===== config.mk =====
export PLATFORM = sky130hd
export DESIGN_NAME = iteration_controller
export DESIGN_NICKNAME = d
export VERILOG_FILES = /design/src/rtl/iteration_controller_pkg.sv /design/src/rtl/iteration_controller_popcount_tree.sv /design/src/rtl/iteration_controller.sv
export SDC_FILE = /design/constraint.sdc
export NUM_CORES = 1
export LEC_CHECK = 0
export ABC_AREA = 1
export CORE_ASPECT_RATIO = 2
export CORE_MARGIN = 2
export CORE_UTILIZATION = 50
export CTS_CLUSTER_DIAMETER = 150
export DETAILED_ROUTE_END_ITERATION = 8
export GPL_TIMING_DRIVEN = 0
export HOLD_SLACK_MARGIN = 0.02
export PLACE_DENSITY = 0.89
export SETUP_SLACK_MARGIN = 0.5
export SLEW_MARGIN = 0
export SYNTH_ARGS = -nofsm -noshare
export SYNTH_HDL_FRONTEND = slang
export SYNTH_SLANG_ARGS = --single-unit

===== constraint.sdc =====
create_clock -name clk -period 4.08 [get_ports clk]
set_input_delay 1.02 -clock clk [delete_from_list [all_inputs] [get_ports clk]]
set_output_delay 1.02 -clock clk [all_outputs]
set_load 0.005 [all_outputs]

===== src/rtl/iteration_controller_pkg.sv =====
// Shared constants and FSM state encoding for the iteration controller,
// so that monitors and checkers decode the controller state the same way.
package iteration_controller_pkg;

  localparam int DEF_CORE_NUM        = 4;
  localparam int DEF_ITERATION_WIDTH = 8;
  localparam int DEF_WAIT_END_DELAY  = 3;
  localparam int DEF_RST_CYCLES      = 8;
  localparam int DEF_ACT_WIDTH       = 32;

  typedef enum logic [2:0] {
    IDLE        = 3'd0,
    RESET_CORES = 3'd1,
    LAUNCH      = 3'd2,
    RUN         = 3'd3,
    ADVANCE     = 3'd4,
    DONE        = 3'd5
  } state_e;

  function automatic logic state_holds_cores(input state_e s);
    return (s == IDLE) || (s == RESET_CORES) || (s == DONE);
  endfunction

  function automatic logic state_is_busy(input state_e s);
    return (s == RESET_CORES) || (s == LAUNCH) || (s == RUN) || (s == ADVANCE);
  endfunction

endpackage


===== src/rtl/iteration_controller_popcount_tree.sv =====
// Combinational population count built as a balanced binary adder tree.
// Result width is $clog2(IN_WIDTH)+1, enough to hold IN_WIDTH itself.
module popcount_tree #(
  parameter int IN_WIDTH = 4
) (
  input  logic [IN_WIDTH-1:0]      bits_i,
  output logic [$clog2(IN_WIDTH):0] count_o
);

  localparam int OUT_WIDTH = $clog2(IN_WIDTH) + 1;

  generate
    if (IN_WIDTH == 1) begin : g_leaf
      assign count_o = bits_i;
    end else begin : g_node
      localparam int LO_W  = IN_WIDTH / 2;
      localparam int HI_W  = IN_WIDTH - LO_W;
      localparam int LO_OW = $clog2(LO_W) + 1;
      localparam int HI_OW = $clog2(HI_W) + 1;

      logic [LO_OW-1:0] lo_ct;
      logic [HI_OW-1:0] hi_ct;

      popcount_tree #(.IN_WIDTH(LO_W)) u_lo (
        .bits_i (bits_i[LO_W-1:0]),
        .count_o(lo_ct)
      );

      popcount_tree #(.IN_WIDTH(HI_W)) u_hi (
        .bits_i (bits_i[IN_WIDTH-1:LO_W]),
        .count_o(hi_ct)
      );

      assign count_o = OUT_WIDTH'(lo_ct) + OUT_WIDTH'(hi_ct);
    end
  endgenerate

endmodule


===== src/rtl/iteration_controller.sv =====
// Global iteration sequencer: resets the core pipelines, launches iterations,
// waits for a core-wide end barrier and stops on convergence or iteration limit.
module iteration_controller
  import iteration_controller_pkg::*;
#(
  parameter int CORE_NUM        = DEF_CORE_NUM,
  parameter int ITERATION_WIDTH = DEF_ITERATION_WIDTH,
  parameter int WAIT_END_DELAY  = DEF_WAIT_END_DELAY,
  parameter int RST_CYCLES      = DEF_RST_CYCLES,
  parameter int ACT_WIDTH       = DEF_ACT_WIDTH
) (
  input  logic                       clk,
  input  logic                       rst,
  input  logic                       start,
  input  logic [ITERATION_WIDTH-1:0] max_iteration,
  input  logic [CORE_NUM-1:0]        sched_iteration_end,
  input  logic [CORE_NUM-1:0]        sched_iteration_end_valid,
  input  logic [CORE_NUM-1:0]        sched_update_v_valid,
  output logic [CORE_NUM-1:0]        core_rst,
  output logic                       iteration_start,
  output logic [ITERATION_WIDTH-1:0] iteration_id,
  output logic [ACT_WIDTH-1:0]       activity_ct,
  output logic                       busy,
  output logic                       done,
  output logic                       converged,
  output state_e                     dbg_state
);

  localparam int PC_W  = $clog2(CORE_NUM) + 1;
  localparam int END_W = $clog2(WAIT_END_DELAY + 1);
  localparam int RST_W = (RST_CYCLES > 1) ? $clog2(RST_CYCLES) : 1;
  localparam int SUM_W = ACT_WIDTH + 1;

  state_e                     state_q, state_d;
  logic [RST_W-1:0]           rst_ct_q, rst_ct_d;
  logic [END_W-1:0]           end_ct_q, end_ct_d;
  logic [ITERATION_WIDTH-1:0] max_iter_q, max_iter_d;
  logic [ITERATION_WIDTH-1:0] iter_q, iter_d;
  logic [ACT_WIDTH-1:0]       act_q, act_d;
  logic                       conv_q, conv_d;
  logic [CORE_NUM-1:0]        core_rst_q, core_rst_d;
  logic                       iter_start_q, iter_start_d;
  logic                       busy_q, busy_d;
  logic                       done_q, done_d;

  logic                       all_end;
  logic                       any_upd;
  logic [PC_W-1:0]            upd_count;
  logic [SUM_W-1:0]           act_sum;
  logic [ACT_WIDTH-1:0]       act_sat;
  logic [ITERATION_WIDTH-1:0] iter_inc;

  popcount_tree #(.IN_WIDTH(CORE_NUM)) u_popcount (
    .bits_i (sched_update_v_valid),
    .count_o(upd_count)
  );

  assign all_end  = &(sched_iteration_end & sched_iteration_end_valid);
  assign any_upd  = |sched_update_v_valid;
  assign act_sum  = {1'b0, act_q} + SUM_W'(upd_count);
  assign act_sat  = act_sum[ACT_WIDTH] ? '1 : act_sum[ACT_WIDTH-1:0];
  assign iter_inc = iter_q + 1'b1;

  always_comb begin
    state_d      = state_q;
    rst_ct_d     = rst_ct_q;
    end_ct_d     = end_ct_q;
    max_iter_d   = max_iter_q;
    iter_d       = iter_q;
    act_d        = act_q;
    conv_d       = conv_q;
    core_rst_d   = core_rst_q;
    iter_start_d = 1'b0;
    busy_d       = busy_q;
    done_d       = done_q;

    case (state_q)
      IDLE, DONE: begin
        if (start) begin
          state_d    = RESET_CORES;
          max_iter_d = max_iteration;
          iter_d     = '0;
          conv_d     = 1'b0;
          rst_ct_d   = '0;
        end
      end
      RESET_CORES: begin
        if (rst_ct_q == RST_W'(RST_CYCLES - 1)) begin
          state_d = LAUNCH;
        end else begin
          rst_ct_d = rst_ct_q + 1'b1;
        end
      end
      LAUNCH: begin
        // The counter restarts here, but updates already arriving count.
        act_d    = ACT_WIDTH'(upd_count);
        end_ct_d = '0;
        state_d  = RUN;
      end
      RUN: begin
        act_d = act_sat;
        // An update in the same cycle as the end flags disqualifies that cycle.
        if (all_end && !any_upd) begin
          end_ct_d = end_ct_q + 1'b1;
          if (end_ct_q == END_W'(WAIT_END_DELAY - 1)) begin
            state_d = ADVANCE;
          end
        end else begin
          end_ct_d = '0;
        end
      end
      ADVANCE: begin
        if (act_q == '0) begin
          state_d = DONE;
          conv_d  = 1'b1;
        end else if ((max_iter_q != '0) && (iter_inc == max_iter_q)) begin
          state_d = DONE;
          conv_d  = 1'b0;
        end else begin
          iter_d  = iter_inc;
          state_d = LAUNCH;
        end
      end
      default: begin
        state_d = IDLE;
      end
    endcase

    // Outputs are registered from the next state so they line up with state_q.
    core_rst_d   = state_holds_cores(state_d) ? '1 : '0;
    iter_start_d = (state_d == LAUNCH);
    busy_d       = state_is_busy(state_d);
    done_d       = (state_d == DONE);
  end

  always_ff @(posedge clk) begin
    if (!rst) begin
      state_q      <= IDLE;
      rst_ct_q     <= '0;
      end_ct_q     <= '0;
      max_iter_q   <= '0;
      iter_q       <= '0;
      act_q        <= '0;
      conv_q       <= 1'b0;
      core_rst_q   <= '1;
      iter_start_q <= 1'b0;
      busy_q       <= 1'b0;
      done_q       <= 1'b0;
    end else begin
      state_q      <= state_d;
      rst_ct_q     <= rst_ct_d;
      end_ct_q     <= end_ct_d;
      max_iter_q   <= max_iter_d;
      iter_q       <= iter_d;
      act_q        <= act_d;
      conv_q       <= conv_d;
      core_rst_q   <= core_rst_d;
      iter_start_q <= iter_start_d;
      busy_q       <= busy_d;
      done_q       <= done_d;
    end
  end

  assign core_rst        = core_rst_q;
  assign iteration_start = iter_start_q;
  assign iteration_id    = iter_q;
  assign activity_ct     = act_q;
  assign busy            = busy_q;
  assign done            = done_q;
  assign converged       = conv_q;
  assign dbg_state       = state_q;

endmodule

==> results.cfg <==
[clocking]
cts_root_buf = clkbuf_16
cts_buffers = 9
insertion_delay_ns = 0.34
cts.htree.levels = 3
clk_pin_slew_ns = 0.06
cts_tree = yes
cts.path.max_buffers = 2
numClockSinks = 61

[sta]
tns_ns = 0
rsz0062_at_grt = no
hold_violations = 0
finalCritPeriodShare_pct = 83.2
maxSlewHeadroom_pct = 54.0
max_freq_ghz = 0.295
setup_viol = 0
slew_viol_final = 0
clock-skew-final_ns = 0.00733
fin_crit_ns = 3.40
worstMarginPinSlew_ns = 0.684

[worst_hold_path]
hold_path_class = reg2reg
hold_depth = 1
hold_end = end_ct_q[0]
holdCritStartpoint = end_ct_q[0]

[route]
postRouteWirelength_um = 12100
drc = 0
routedWlPerCell_um = 15.1
drt-initial-drc-count = 246
dr.pass1.iters = 5
vias = 4392
drt.antenna.violating_nets = 0
routed_via_density = 5.48

[yosys]
synth_top_area_share_pct = 31.3
synth.largest_area_cell = dfxtp_1
yosysUniqueCellTypes = 33
syn_area_per_cell_um2 = 6.40
ys_seq_area_share_pct = 31.3
synth_seq_cells = 61
syn_inst = 610
syn_nets = 645
yosys_warnings = 0
netlist_area_um2 = 3900
yosys-top-cells-area = dfxtp_1 31%, nand2_1 18%, a21oi_1 6.7%, nor2_1 6.4%, nand3_1 5.5%

[setup_path]
end_kind = flip-flop
arrival_ns = 3.60
timing.rr.end = iteration_id[5]
crit_fanout = 4
path_class = in2reg
r2r_slack_ns = 1.68
cp.required_ns = 4.29
start_kind = input port
reg2regPathDepth = 12
r2r_start = iteration_id[0]

[layout]
multi_input_area_um2 = 2440
n_antenna_cell = 0
nFillCells = 639
layout_common_cells = 187 x nand2_1, 70 x clkdlybuf4s50_1, 65 x nor2_1
finalCoreUtilization_pct = 68.8
final_common_cell = nand2_1
fin_nets = 738
regArea_um2 = 1220
drive_gt1_share_pct = 10.5
synthToLayoutAreaGrowth_pct = 33.9

[global_routing]
gr-total-overflow = 0
grt_use_total_pct = 29.9
grt_max_degree = 12
grt_pass1_wl_um = 19400
antenna_found_initial = 0
grt_pass1_vias = 4289

[pwr]
power_leakage_nw = 2.21
total_power_mw = 1.53
ir_drop_mv = 0.311
p_per_area_nw_per_um2 = 292

[floorplan]
die-area_um2 = 8580
die_width_um = 66.5
start_util_pct = 51.4
core_area_um2 = 7600
num_rows = 45
die_height_um = 129
top_level_ports = 74

[run_status]
outcome = finished, final reports clean

[placed_design]
gp_congestion = 1.01
dp_hpwl_um = 9390
io_buffers = 73

[flow_run]
maxCapViolCount = 0
-- cells in the mapped netlist, drive strengths merged --
library cell and instances:
a211oi 1, a21oi 54, a31oi 1, buf 13
clkbuf 10, clkinv 1, dfxtp 61, fa 2
ha 10, inv 58, nand2 193, nand3 46
nand4 12, nor2 73, nor3 17, nor4 3
o21ai 23, o31ai 1, or2 1, xnor2 7
xor2 23
-- worst max path at each step --
| stage | cells past startpoint | slack, ns | end | from |
|---|---|---|---|---|
| after global routing | 15 | 0.52 | activity_ct[17] | sched_update_v_valid[1] |
| final | 15 | 0.68 | activity_ct[17] | sched_update_v_valid[1] |
| after detailed placement | 15 | -0.15 | activity_ct[30] | sched_update_v_valid[0] |
| after floorplan | 15 | 0.72 | activity_ct[27] | sched_update_v_valid[0] |
| after CTS | 15 | 0.51 | activity_ct[30] | sched_update_v_valid[0] |
| after global placement | 15 | -0.14 | activity_ct[30] | sched_update_v_valid[0] |
-- power breakdown --
| part | switching [mW] | leakage, nW | internal (mW) |
|---|---|---|---|
| clock | 0.289 | 0.146 | 0.490 |
| sequential | 0.00713 | 0.494 | 0.607 |
| combinational | 0.0758 | 1.57 | 0.0594 |
-- through the flow --
step	cells	hold WS, ns	setup WS, ns	instance area, um2
global placement	777	0.451	-0.137	4750
global route	802	0.496	0.522	5230
finish	802	0.478	0.685	5230
floorplan	610	0.437	0.715	3910
CTS	802	0.471	0.506	5220
detailed placement	777	0.460	-0.154	4750
-- layer usage --
layer  part of all wire (%)  GRT usage, %
met1                     33          25.8
met2                     55          56.7
met3                    4.3          7.08
met4                    7.5          21.6
met5                      0             0
-- what timing repair did --
action | in CTS | in global routing
setup buffers | 9 | 0
hold buffers | 0 | 0
resized for setup | 19 | 2
pin swaps | 7 | 5
setup endpoints to repair | 32 | 30
-- registers in the layout, indices dropped and copies added (netlist names) --
name,count
core_rst,1
dbg_state,3
converged,1
iteration_id,8
activity_ct,32
iteration_start,1
rst_ct_q,3
max_iter_q,8
end_ct_q,2
busy,1
done,1
-- critical path: stages --
cell and delay (ns):
dlygate4sd2_1 0.26, fa_1 0.50, ha_4 0.19, ha_4 0.23, ha_1 0.27, nand3_1 0.08
nand3_2 0.10, nand2_4 0.08, nor2_4 0.17, buf_4 0.14, nand2_1 0.06, o31ai_1 0.24
nand3_1 0.09, nand2_1 0.07, a21oi_1 0.06
-- cells by family after synthesis --
logic type	synth area share, %
flip-flops	31.3
adder cells (fa/ha/maj)	4.23
AO/OA/AOI/OAI	10.6
buffers and inverters	8.97
XOR/XNOR	6.73
AND/OR/NAND/NOR	38.2
-- layout make-up --
type	count	area share, %
multi-input combinational	467	46.6
sequential	61	23.4
timing repair buffer	82	15.3
clock buffer	11	4.64
inverter	59	4.24
buffer	23	2.47
tap	94	2.25
clock inverter	5	1.15
Power figures use the tool's default switching activity.
